[config.mk]
export PLATFORM = sky130hd
export DESIGN_NAME = ps2_rx_flat
export DESIGN_NICKNAME = d
export VERILOG_FILES = /design/src/rtl/ps2_rx_if.sv /design/src/rtl/ps2_rx.sv /design/src/flat_wrapper.sv
export SDC_FILE = /design/constraint.sdc
export NUM_CORES = 1
export LEC_CHECK = 0
export CAP_MARGIN = 20
export CORE_ASPECT_RATIO = 0.6
export CORE_MARGIN = 4
export CORE_UTILIZATION = 55
export DETAILED_ROUTE_END_ITERATION = 10
export PLACE_DENSITY = 0.75
export SLEW_MARGIN = 25
export SYNTH_ARGS = -nofsm -noshare
export SYNTH_HDL_FRONTEND = slang
export SYNTH_SLANG_ARGS = --single-unit
[constraint.sdc]
create_clock -name clk -period 2.2 [get_ports clk]
set_clock_uncertainty 0.15 [all_clocks]
set_input_delay 0.22 -clock clk [delete_from_list [all_inputs] [get_ports clk]]
set_output_delay 0.22 -clock clk [all_outputs]
set_load 0.02 [all_outputs]
[src/rtl/ps2_rx_if.sv]
// Scan-code output handshake between ps2_rx and its consumer.
// One byte is held while rx_valid is high. It is consumed when rx_ready is also high.
interface ps2_rx_if;
  logic       rx_valid;
  logic       rx_ready;
  logic [7:0] rx_data;

  // Receiver side: presents the byte and observes consumer readiness.
  modport master (
    output rx_valid,
    output rx_data,
    input  rx_ready
  );

  // Consumer side: observes the byte and signals acceptance.
  modport slave (
    input  rx_valid,
    input  rx_data,
    output rx_ready
  );
endinterface

[src/rtl/ps2_rx.sv]
// PS/2 device-to-host receiver.
// The block synchronises the raw PS/2 clock and data pins and deglitches the clock.
// It shifts in 11-bit frames on filtered falling edges and checks start, odd parity
// and stop. Each good byte is presented on a one-entry valid/ready register.
// A partial frame is abandoned if the PS/2 clock goes quiet for TIMEOUT_CYCLES.
module ps2_rx #(
  parameter int FILTER_CYCLES  = 16,
  parameter int TIMEOUT_CYCLES = 16384
) (
  input  logic      clk,
  input  logic      reset_low,
  input  logic      ps2_clk_pin,
  input  logic      ps2_data_pin,
  ps2_rx_if.master  rx
);

  localparam int FILT_W = (FILTER_CYCLES  > 1) ? $clog2(FILTER_CYCLES)  : 1;
  localparam int IDLE_W = (TIMEOUT_CYCLES > 1) ? $clog2(TIMEOUT_CYCLES) : 1;
  localparam logic [FILT_W-1:0] FILT_MAX = FILT_W'(FILTER_CYCLES - 1);
  localparam logic [IDLE_W-1:0] IDLE_MAX = IDLE_W'(TIMEOUT_CYCLES - 1);
  localparam logic [3:0]        LAST_BIT = 4'd10;

  // Two-flop synchronisers; idle PS/2 lines are high
  logic clk_s1_q, clk_s2_q;
  logic dat_s1_q, dat_s2_q;

  // Clock deglitch filter
  logic              filt_clk_q, filt_clk_d;
  logic              filt_prev_q;
  logic [FILT_W-1:0] filt_cnt_q, filt_cnt_d;
  logic              fall_edge;

  // Frame deserialiser
  logic [3:0]        bit_cnt_q, bit_cnt_d;
  logic [9:0]        shreg_q, shreg_d;
  logic [IDLE_W-1:0] idle_cnt_q, idle_cnt_d;
  logic [10:0]       frame_w;
  logic              frame_good;

  // Output register
  logic       rx_valid_q, rx_valid_d;
  logic [7:0] rx_data_q, rx_data_d;
  logic       held_block;

  // Bring both asynchronous pins into the clk domain
  always_ff @(posedge clk or negedge reset_low) begin
    if (!reset_low) begin
      clk_s1_q <= 1'b1;
      clk_s2_q <= 1'b1;
      dat_s1_q <= 1'b1;
      dat_s2_q <= 1'b1;
    end else begin
      clk_s1_q <= ps2_clk_pin;
      clk_s2_q <= clk_s1_q;
      dat_s1_q <= ps2_data_pin;
      dat_s2_q <= dat_s1_q;
    end
  end

  // The filtered clock follows only after a new level has held for FILTER_CYCLES cycles
  always_comb begin
    filt_clk_d = filt_clk_q;
    filt_cnt_d = '0;
    if (clk_s2_q != filt_clk_q) begin
      if (filt_cnt_q == FILT_MAX) begin
        filt_clk_d = clk_s2_q;
      end else begin
        filt_cnt_d = filt_cnt_q + FILT_W'(1);
      end
    end
  end

  // The previous filtered level turns a 1->0 change into a single-cycle capture strobe
  assign fall_edge = filt_prev_q & ~filt_clk_q;

  // Filter state registers
  always_ff @(posedge clk or negedge reset_low) begin
    if (!reset_low) begin
      filt_clk_q  <= 1'b1;
      filt_prev_q <= 1'b1;
      filt_cnt_q  <= '0;
    end else begin
      filt_clk_q  <= filt_clk_d;
      filt_prev_q <= filt_clk_q;
      filt_cnt_q  <= filt_cnt_d;
    end
  end

  // Shift in bits LSB first. Check the frame on the 11th bit. Drop a stalled partial frame.
  always_comb begin
    // frame_w[0]=start, [8:1]=data, [9]=parity, [10]=stop once all 11 bits are in
    frame_w    = {dat_s2_q, shreg_q};
    frame_good = fall_edge && (bit_cnt_q == LAST_BIT) &&
                 !frame_w[0] && frame_w[10] && (^frame_w[9:1]);
    bit_cnt_d  = bit_cnt_q;
    shreg_d    = shreg_q;
    idle_cnt_d = '0;
    if (fall_edge) begin
      shreg_d   = frame_w[10:1];
      bit_cnt_d = (bit_cnt_q == LAST_BIT) ? 4'd0 : bit_cnt_q + 4'd1;
    end else if (bit_cnt_q != 4'd0) begin
      if (idle_cnt_q == IDLE_MAX) begin
        bit_cnt_d = 4'd0;
      end else begin
        idle_cnt_d = idle_cnt_q + IDLE_W'(1);
      end
    end
  end

  // Deserialiser state registers
  always_ff @(posedge clk or negedge reset_low) begin
    if (!reset_low) begin
      bit_cnt_q  <= 4'd0;
      shreg_q    <= '0;
      idle_cnt_q <= '0;
    end else begin
      bit_cnt_q  <= bit_cnt_d;
      shreg_q    <= shreg_d;
      idle_cnt_q <= idle_cnt_d;
    end
  end

  // Load a good byte unless an unconsumed byte is still held. In that case the new byte is lost.
  always_comb begin
    held_block = rx_valid_q && !rx.rx_ready;
    rx_valid_d = rx_valid_q;
    rx_data_d  = rx_data_q;
    if (frame_good && !held_block) begin
      rx_valid_d = 1'b1;
      rx_data_d  = frame_w[8:1];
    end else if (rx_valid_q && rx.rx_ready) begin
      rx_valid_d = 1'b0;
    end
  end

  // Output registers
  always_ff @(posedge clk or negedge reset_low) begin
    if (!reset_low) begin
      rx_valid_q <= 1'b0;
      rx_data_q  <= 8'h00;
    end else begin
      rx_valid_q <= rx_valid_d;
      rx_data_q  <= rx_data_d;
    end
  end

  assign rx.rx_valid = rx_valid_q;
  assign rx.rx_data  = rx_data_q;

endmodule

[src/flat_wrapper.sv]
// flat-port wrapper written by rule: the top's interface ports become plain ports
module ps2_rx_flat 
#(
  parameter int FILTER_CYCLES  = 16,
  parameter int TIMEOUT_CYCLES = 16384
)
  (clk, reset_low, ps2_clk_pin, ps2_data_pin, rx_rx_valid, rx_rx_data, rx_rx_ready);
  ps2_rx_if rx_i ();
  input  logic clk;
  input  logic reset_low;
  input  logic ps2_clk_pin;
  input  logic ps2_data_pin;
  output wire logic [$bits(rx_i.rx_valid)-1:0] rx_rx_valid;
  output wire logic [$bits(rx_i.rx_data)-1:0] rx_rx_data;
  input wire logic [$bits(rx_i.rx_ready)-1:0] rx_rx_ready;
  assign rx_rx_valid = rx_i.rx_valid;
  assign rx_rx_data = rx_i.rx_data;
  assign rx_i.rx_ready = rx_rx_ready;
  ps2_rx #(.FILTER_CYCLES(FILTER_CYCLES), .TIMEOUT_CYCLES(TIMEOUT_CYCLES)) u_core (.clk(clk), .reset_low(reset_low), .ps2_clk_pin(ps2_clk_pin), .ps2_data_pin(ps2_data_pin), .rx(rx_i));
endmodule
Word-level counts from Yosys, hierarchy flattened
Index checks and enable logic that the tools add are counted.
{"block": "totals", "latch_bits": 0, "mem_count": 0, "rom_bits": 0, "word_cells": 49, "mem_bits_rw": 0, "regBits": 47}
{"block": "classes", "reduce_logical": 17, "n_mul": 0, "addsub": 3, "div": 0, "n_eq_ne": 4, "n_shift": 0, "n_mux": 11, "magnitude_cmp": 0, "bitwise_logic": 2}
{"cell": "two-way mux 14 bit", "n": 3}
{"cell": "two-way mux 4 bit", "n": 6}
{"cell": "adder 14 x 1 -> 14 bit (second input constant)", "n": 1}
{"cell": "== test 14 bit (second input constant)", "n": 1}
{"cell": "XOR reduction 9 bit", "n": 1}
{"cell": "adder 4 x 1 -> 4 bit (second input constant)", "n": 2}
{"cell": "== test 4 bit (second input constant)", "n": 2}
{"cell": "logical AND 1 bit", "n": 7}
{"cell": "nonzero test 2 bit", "n": 3}
{"cell": "AND reduction 2 bit", "n": 2}
{"cell": "nonzero test 4 bit", "n": 1}
{"cell": "logical NOT 1 bit", "n": 3}
{"cell": "two-way mux 1 bit", "n": 2}
{"cell": "bitwise AND 1 bit", "n": 1}
{"cell": "!= test 1 bit", "n": 1}
{"cell": "NOT 1 bit", "n": 1}

Longest topological paths before layout
{"block": "depth", "word_depth": 8, "ltp_mapped": 7}

Worst setup path before layout
OpenSTA, ideal clock, no wires.
{"block": "synth_path", "path_kind": "reg2reg", "from": "register u_core.shreg_q[2]", "to": "register u_core.rx_data_q[0] (netlist: u_core.rx.rx_data[0])", "setup_time_ps": 125, "path_buffers": 0, "t_arrival_ps": 1725, "path_stages_with_launch": 5, "required_time_ps": 1925, "slack_ps": 201, "period_less_slack_ps": 1999, "cell_sequence": "dfrtp_1 > xnor3_4 > nand4bb_1 > mux2i_4 > mux2_2"}
{"block": "synth_via", "elab_chain_cells": 3}
{"item": "from (decl)", "line": "ps2_rx.sv:35", "text": "logic [9:0] shreg_q, shreg_d;"}
{"item": "from (signal assigned)", "line": "ps2_rx.sv:118", "text": "shreg_q <= shreg_d;"}
{"item": "XOR reduction 9 bit", "line": "ps2_rx.sv:94", "text": "!frame_w[0] && frame_w[10] && (^frame_w[9:1]);"}
{"item": "logical AND 1 bit", "line": "ps2_rx.sv:94"}
{"item": "logical AND 1 bit", "line": "ps2_rx.sv:128", "text": "if (frame_good && !held_block) begin"}
{"item": "to (signal assigned)", "line": "ps2_rx.sv:143", "text": "rx_data_q <= rx_data_d;"}
{"item": "to (decl)", "line": "ps2_rx.sv:42", "text": "logic [7:0] rx_data_q, rx_data_d;"}
Every way passes these cells.
A chain may end at the register's enable or synchronous reset.

Worst setup path after layout
{"block": "layout_path", "from": "register u_core.shreg_q[3]", "to": "register u_core.rx_data_q[1] (netlist: u_core.rx.rx_data[1])"}
The elaborated chain is that of the path after synthesis.

==> impl_metrics.env <==
export IMPL_grt_max_degree=48
export IMPL_fin_setup_tns_ps=0
export IMPL_synth_ff_type="dfrtp_1"
export IMPL_syn_area_sq_mm=0.00214
export IMPL_top_level_ports=14
export IMPL_hold_violations=0
export IMPL_worstHoldPathCells=1
export IMPL_place_ws_ps=44.8
export IMPL_async_reset_ff_share_pct=100
export IMPL_worstReg2RegStart="u_core.shreg_q[3]$_DFFE_PN0N_"
export IMPL_critPathKind="flip-flop to flip-flop"
export IMPL_hp_class="input port to flip-flop"
export IMPL_antenna_diode_count=0
export IMPL_end_kind="flip-flop"
export IMPL_synth_fp_nets=207
export IMPL_worstPathRequired_ps=2240
export IMPL_postLayoutCoreUtil_pct=66.3
export IMPL_synth_avg_cell_area_sq_um=10.9
export IMPL_finalSetupViolations=0
export IMPL_io_buffers=13
export IMPL_die_area_sq_mm=0.00498
export IMPL_ir_worst_vdd_v=0.000449
export IMPL_yosysWarnings=0
export IMPL_cap_viol_max_count=0
export IMPL_antenna_found_initial=0
export IMPL_routedWlPerCell_um=15.1
export IMPL_detail_route_antenna_nets=0
export IMPL_worst_slew_pin_slew_ps=580
export IMPL_total_power_mw=1.48
export IMPL_cts_buffers=5
export IMPL_grt_pass1_vias=1527
export IMPL_stdcell_area_sq_mm=0.00245
export IMPL_layout_commonest_cell="dfrtp_1"
export IMPL_grt_pass1_wl_mm=6.90
export IMPL_worst_r2r_path_depth=5
export IMPL_grt_setup_unrepaired="no"
export IMPL_finalCritPeriodShare_pct=97.6
export IMPL_crit_start="u_core.shreg_q[3]$_DFFE_PN0N_"
export IMPL_clk_pin_slew_ps=100
export IMPL_fin_hold_ws_ps=155
export IMPL_routed_wl_mm=4.01
export IMPL_whs_endpoint="u_core.clk_s1_q$_DFF_PN1_"
export IMPL_worst_r2r_setup_slack_ps=50
export IMPL_cts_buffer_depth=2
export IMPL_grt_overflow=0
export IMPL_status="finished, final reports clean"
export IMPL_drc=0
export IMPL_cts_sinks=47
export IMPL_die_w_um=88.5
export IMPL_drv_slew=0
export IMPL_critPathLaunchType="flip-flop"
export IMPL_nets=228
export IMPL_synth_seq_cells=47
export IMPL_relSlewSlack_pct=61.4
export IMPL_power_density_mw_per_mm2=605
export IMPL_dr_pass1_iters=4
export IMPL_post_dp_cell_area_sq_mm=0.00233
export IMPL_die_h_um=56.3
export IMPL_layout_drive_gt1_share_pct=16.0
export IMPL_critPathArrivalTime_ps=2190
export IMPL_cts_tree="built"
export IMPL_gp_congestion=0.811
export IMPL_finalNonFillerCells=266
export IMPL_period_needed_ps=2150
export IMPL_synth_edff_count=0
export IMPL_dp_hpwl_mm=2.83
export IMPL_start_util_pct=57.8
export IMPL_cp_max_fo=4
export IMPL_max_freq_mhz=466
export IMPL_fin_ws_ps=53.5
export IMPL_worstSkewPairLatency_ps=310
export IMPL_ys_seq_area_share_pct=55.3
export IMPL_synth_cell_types=34
export IMPL_dpl_cell_count=255
export IMPL_min_from="ps2_clk_pin"
export IMPL_rows=17
export IMPL_h_tree_depth=2
export IMPL_leakage_nw=1.11
export IMPL_area_delta_synth_final_pct=14.6
export IMPL_track_usage_pct=17.8
export IMPL_drt_iter0_markers=95
export IMPL_r2r_end="u_core.rx.rx_data[1]$_DFFE_PN0P_"
export IMPL_vias=1469
export IMPL_root_buffer="clkbuf_8"
export IMPL_via_per_inst=5.52
export IMPL_layout_common_cells="dfrtp_1 (41), nand2_1 (37), nor2_1 (20)"
export IMPL_syn_inst=197
export IMPL_core_sq_mm=0.00370
power breakdown:
group	total [mW]	leakage [nW]	internal [mW]	switching [mW]
Clock	0.557	0.0467	0.236	0.321
Sequential	0.883	0.633	0.876	0.00769
Combinational	0.0430	0.429	0.0167	0.0263
Total	1.48	1.11	1.13	0.355
sequential cells by signal (all words and copies together) (netlist names):
register            cells
u_core.bit_cnt_q        4
u_core.clk_s1_q         1
u_core.clk_s2_q         1
u_core.dat_s1_q         1
u_core.dat_s2_q         1
u_core.filt_clk_q       1
u_core.filt_cnt_q       4
u_core.filt_prev_q      1
u_core.idle_cnt_q      14
u_core.rx.rx_data       8
u_core.rx.rx_valid      1
u_core.shreg_q         10
timing repair:
action | CTS | global route
gates resized for setup | 0 | 0
setup buffers | 0 | 2
endpoints found under the hold margin | 41 | 0
hold buffers | 1 | 0
endpoints found under the setup margin | 0 | 8
critical path, stage by stage, from the launching register on:
cell	delay [ps]
dfrtp_1	430
xor2_1	170
xnor3_1	490
mux2i_4	270
buf_4	170
mux2_2	340
final cells by class:
class | count | area (sq um)
clock buffers | 5 | 68.8
clock inverters | 3 | 27.5
fillers | 282 | 1250
inverters | 5 | 18.8
multi-input cells | 139 | 915
flip-flops and latches | 47 | 1180
well taps | 47 | 58.8
repair buffers | 20 | 180
synthesized netlist by cell type (3+ instances only):
master    number  area share, %
a21oi_1        3           0.70
clkbuf_1       6            1.1
dfrtp_1       41             48
dfstp_2        6            7.4
ha_1           5            2.9
inv_1          5           0.88
mux2_2         9            4.7
nand2_1       37            6.5
nand3_1        8            1.9
nand4_1        7            2.0
nor2_1        20            3.5
nor2b_1        4            1.2
o21ai_0        3           0.70
xnor2_1       10            4.1
xor2_1         8            3.3
worst max path at each step:
stage | endpoint | slack [ps] | depth (start not counted)
6_report | u_core.rx.rx_data[1]$_DFFE_PN0P_ | 50 | 5
5_1_grt | u_core.rx.rx_data[1]$_DFFE_PN0P_ | 4 | 5
4_1_cts | u_core.rx.rx_data[1]$_DFFE_PN0P_ | 9 | 4
3_5_place_dp | u_core.rx.rx_data[0]$_DFFE_PN0P_ | 40 | 4
3_3_place_gp | u_core.rx.rx_data[7]$_DFFE_PN0P_ | 90 | 4
2_1_floorplan | u_core.rx.rx_data[0]$_DFFE_PN0P_ | 200 | 4
metal layers:
layer	GRT usage, %	part of all wire (%)	up-vias
li1	-	-	706
met1	25.4	50	730
met2	26.5	45	29
met3	5.13	4.2	4
met4	5.17	0.52	0
met5	0	0	-
cell families (layout without fill, tap and decap cells):
group / Yosys count / in the layout / share of synthesized area [%]
buffers and inverters: 11 / 33 / 1.93
AND/OR/NAND/NOR: 91 / 91 / 20.5
flip-flops: 47 / 47 / 55.3
multiplexers: 10 / 10 / 5.79
XOR/XNOR: 20 / 20 / 9.65
adder cells (fa/ha/maj): 5 / 5 / 2.92
AO/OA/AOI/OAI: 13 / 13 / 3.92
Note: power is estimated with default switching activity, not from simulation.
==> edit 1: new RTL, same settings <==
Reset style: synchronous (`reset_low`), changed in 4 clocked blocks. Comments in the files are not updated.
--- a/src/rtl/ps2_rx.sv
+++ b/src/rtl/ps2_rx.sv
@@ -44,5 +44,5 @@
 
   // Bring both asynchronous pins into the clk domain
-  always_ff @(posedge clk or negedge reset_low) begin
+  always_ff @(posedge clk) begin
     if (!reset_low) begin
       clk_s1_q <= 1'b1;
@@ -75,5 +75,5 @@
 
   // Filter state registers
-  always_ff @(posedge clk or negedge reset_low) begin
+  always_ff @(posedge clk) begin
     if (!reset_low) begin
       filt_clk_q  <= 1'b1;
@@ -109,5 +109,5 @@
 
   // Deserialiser state registers
-  always_ff @(posedge clk or negedge reset_low) begin
+  always_ff @(posedge clk) begin
     if (!reset_low) begin
       bit_cnt_q  <= 4'd0;
@@ -135,5 +135,5 @@
 
   // Output registers
-  always_ff @(posedge clk or negedge reset_low) begin
+  always_ff @(posedge clk) begin
     if (!reset_low) begin
       rx_valid_q <= 1'b0;
Behaviour: same outputs for any inputs over 10 cycles, from zero or initial values and one cycle with reset_low low; that may be too few to reach the edited logic, so the function may still have changed.
==> edit 1 against the unedited design <==
- hold slack gained 0.094 ns
- critical path depth decreased by 1
- synthesized area down 3.9%
- cell area shrank 4.7%
- total power down 4.6%
- routed wire length shrank 6.5%
- synthesized cell count is 15% higher
- sequential share of layout area shrank 8.0 points
- sequential cell count is the same
- setup slack gained 0.15 ns
- critical path type unchanged
==> edit 1: results (changes against the unedited design) <==
[logic_synthesis]
synth.area.top_cells=dfxtp_1 46%, nand2_1 7.5%, xor2_1 4.7%, mux2i_1 4.4%, a21oi_1 3.6%
syn_area_sq_um=2060  ; -3.9%
synthXorXnorAreaFrac=0.0991  ; +0.00266
synthMuxAreaShare=0.0547  ; -0.00315
synth_top_cell_area_share=0.457  ; -0.0221
ys_types=42  ; +24%
yosysSeqAreaShare=0.457  ; -0.0958
async_reset_ff_frac=0  ; -1.00
syn-num-nets=236  ; +14%
postSynthCellCount=226  ; +15%

[critical_path]
worst-path-max-fanout=8  ; +4
path_delay_family=multiplexers
r2r_setup_slack_ns=0.21  ; +0.15 ns

[placed_design]
place_hpwl_um=2720  ; -3.7%
place_congestion=0.777  ; -4.1%
dp_cells=283  ; +11%
place_area_sq_um=2240  ; -3.8%

[pwr]
cellLeakagePower_uw=0.000808  ; -27%
vdd_drop_max_v=0.000412  ; -8.2%

[final_layout]
clock_area_frac=0.0402  ; +0.000886
regArea_sq_um=941  ; -21%
buffer_area_frac=0.0782  ; +0.00473
seq_cells=47  ; unchanged
syn2layout_area_growth_pct=13.6

[sta]
fin_hold_ws_ns=0.249  ; +0.0939 ns
worstMarginPinSlew_ns=0.468  ; -0.112 ns
max_freq_ghz=0.502  ; +7.7%

[detailed_routing]
wirelength_um=3750  ; -6.5%
drtIter0Drc=61  ; -36%

[global_routing]
grt_pass1_vias=1358  ; -11%

[run_status]
outcome=complete, no violations

## edit 1: power breakdown
group / switching, uW / internal (uW) / leakage (uW)
registers: 1.73 / 854 / 0.000380
clock network: 303 / 227 / 0.0000443
logic: 15.1 / 13.0 / 0.000384
total: 320 / 1090 / 0.000808
## edit 1: routing by layer
metal / GRT usage / vias to the layer above / wire length [um]
met5: 0 / - / 0
met4: 0.0622 / 0 / 45
met3: 0.0565 / 6 / 226
met2: 0.214 / 30 / 1360
met1: 0.261 / 641 / 2110
li1: - / 799 / -
## edit 1: kinds of logic after synthesis
family          Yosys count
mux                      10
compound gates           25
buf+inv                  17
xor+xnor                 20
flops                    47
simple gates            102
fa+ha+maj                 5
## edit 1: worst paths after layout
kind	from	endpoint	depth (start not counted)
setup / recovery	u_core.shreg_q[1]	u_core.rx.rx_data[6]	4
setup reg to reg	u_core.shreg_q[1]	u_core.rx.rx_data[6]	4
hold reg to reg	u_core.clk_s1_q	u_core.clk_s2_q	1
hold / removal	u_core.clk_s1_q	u_core.clk_s2_q	1
==> edit 2: new RTL, same flow settings <==
Made on the original files. `TIMEOUT_CYCLES` is set to 16384 in 2 places; all go to 4096.
--- a/src/rtl/ps2_rx.sv
+++ b/src/rtl/ps2_rx.sv
@@ -6,5 +6,5 @@
 module ps2_rx #(
   parameter int FILTER_CYCLES  = 16,
-  parameter int TIMEOUT_CYCLES = 16384
+  parameter int TIMEOUT_CYCLES = 4096
 ) (
   input  logic      clk,
--- a/src/flat_wrapper.sv
+++ b/src/flat_wrapper.sv
@@ -3,5 +3,5 @@
 #(
   parameter int FILTER_CYCLES  = 16,
-  parameter int TIMEOUT_CYCLES = 16384
+  parameter int TIMEOUT_CYCLES = 4096
 )
   (clk, reset_low, ps2_clk_pin, ps2_data_pin, rx_rx_valid, rx_rx_data, rx_rx_ready);
Formal check against the unedited RTL: no difference found for any inputs over 10 cycles, from zero or initial values and one cycle with reset_low low; that may be too few to reach the edited logic, so the function may still have changed.
==> edit 2 against the unedited design <==
- combinational power fell by 5.6%
- cell count fell by 6.8%
- setup slack improved by 0.044 ns
- sequential cell count fell by 2
- routed wire length fell by 7.3%
- count of clock-buffer cells in the layout did not move
- synthesized area fell by 6.5%
- sequential share of layout area fell by 0.074 points
- cell area fell by 4.1%
- total power rose by 2.1%
- via count fell by 10%
- first-iteration DRC count fell by 25%
==> edit 2: results (changes against the unedited design) <==
[run_status]
outcome=complete, no violations

[final_layout]
antennaDiodeCount=0  ; unchanged
layout-drive-gt1-share=0.148  ; -0.0120
largest_register_ffs=12  ; -2
nets=212  ; -7.0%

[hold_path]
min_to=u_core.clk_s1_q
hp-class=input pin to flop
min_path_cells=1  ; unchanged

[logic_synthesis]
synth.area.top_cells=dfrtp_1 49%, dfstp_2 7.9%, nand2_1 6.6%, xnor2_1 5.7%, nor2_1 3.6%
ys_types=32  ; -5.9%
yosysWarnings=0  ; unchanged
syn-num-nets=189  ; -8.7%
synth_commonest_cells=39 x dfrtp_1, 35 x nand2_1, 19 x nor2_1, 13 x xnor2_1
yosysSeqAreaShare=0.567  ; +0.0134
ys.flop_type=dfrtp_1
async_reset_ff_frac=1.00  ; unchanged
postSynthCellCount=179  ; -9.1%

[placed_design]
place_area_sq_um=2200  ; -5.6%
place_congestion=0.775  ; -4.4%
portBuffers=13  ; unchanged
post-place-ws_ns=0.0305  ; -0.0143 ns
place_hpwl_um=2650  ; -6.4%
dp_cells=238  ; -6.7%

[pwr]
p_switching_uw=320  ; -10%
cellLeakagePower_uw=0.00107  ; -3.9%
vdd_drop_max_v=0.000393  ; -13%

[global_routing]
grt_util_met1=0.240  ; -0.0137
antenna_found_initial=0  ; unchanged
grt_start_max_net_pins=46  ; -4.2%
track_usage=0.183  ; +0.00530
grt_pass1_wl_um=6240  ; -9.5%
grt_util_met2=0.288  ; +0.0225
grt_util_met3=0.0481  ; -0.00320

[critical_path]
arrival_ns=2.14  ; -0.05 ns
cp_slowest_cell=xor3_1
r2r_setup_slack_ns=0.1  ; +0.04 ns
worst-path-max-fanout=8  ; +4
r2r-end=u_core.rx.rx_data[6]
cpPeakStageDelay_ns=0.48
timing.rr.start=u_core.shreg_q[2]

[detailed_routing]
drtIter0Drc=71  ; -25%
m1WireLength_um=1760  ; -12%
viasPerCell=5.31  ; -3.8%
wl_met2_um=1700  ; -6.7%
firstDrtPassIters=4  ; unchanged
vias=1318  ; -10%
wl_met3_um=177  ; +4.1%
avgRoutedWirePerCell_um=15.0  ; -0.53%

[clocking]
htreeDepth=2  ; unchanged
cts_buffer_depth=2  ; unchanged
cts_resized=0  ; unchanged
cts-root-buf=clkbuf_8

[sta]
fin_hold_ws_ns=0.163  ; +0.00726 ns
worstMarginPinSlew_ns=0.605  ; +0.0256 ns

-- edit 2: worst max path at each step --
| stage | to | slack, ns | cells after the start | start |
|---|---|---|---|---|
| after floorplan | u_core.rx.rx_data[0] | 0.20 | 4 | u_core.shreg_q[3] |
| after global placement | u_core.rx.rx_data[3] | 0.11 | 4 | u_core.shreg_q[3] |
| after detailed placement | u_core.rx.rx_data[6] | 0.03 | 6 | u_core.bit_cnt_q[0] |
| after CTS | u_core.rx.rx_data[6] | 0.01 | 6 | u_core.bit_cnt_q[0] |
| after global routing | u_core.rx.rx_data[6] | 0.0007 | 7 | u_core.bit_cnt_q[0] |
| final | u_core.rx.rx_data[6] | 0.1 | 5 | u_core.shreg_q[2] |
-- edit 2: logic make-up (layout without fill, tap and decap cells) --
kind of cell | count (synthesis) | after routing | synth area share
xor+xnor | 19 | 19 | 0.0976
simple gates | 81 | 81 | 0.190
flops | 45 | 45 | 0.567
buf+inv | 8 | 32 | 0.0150
mux | 10 | 10 | 0.0619
fa+ha+maj | 5 | 5 | 0.0313
compound gates | 11 | 11 | 0.0375
-- edit 2: area by class of cell --
| type | instances | area (sq um) |
|---|---|---|
| clock buffer | 5 | 68.8 |
| multi-input combinational | 126 | 843 |
| clock inverter | 3 | 46.3 |
| fill | 243 | 1010 |
| timing repair buffer | 19 | 185 |
| inverter | 5 | 18.8 |
| tap | 45 | 56.3 |
| sequential | 45 | 1130 |
-- edit 2: power groups by stage --
stage | clock, uW | combinational (uW) | sequential [uW]
floorplan | 0 | 14.0 | 861
global placement | 0 | 38.4 | 862
detailed placement | 0 | 40.9 | 864
CTS | 641 | 42.1 | 848
global route | 682 | 47.2 | 849
finish | 626 | 40.6 | 848
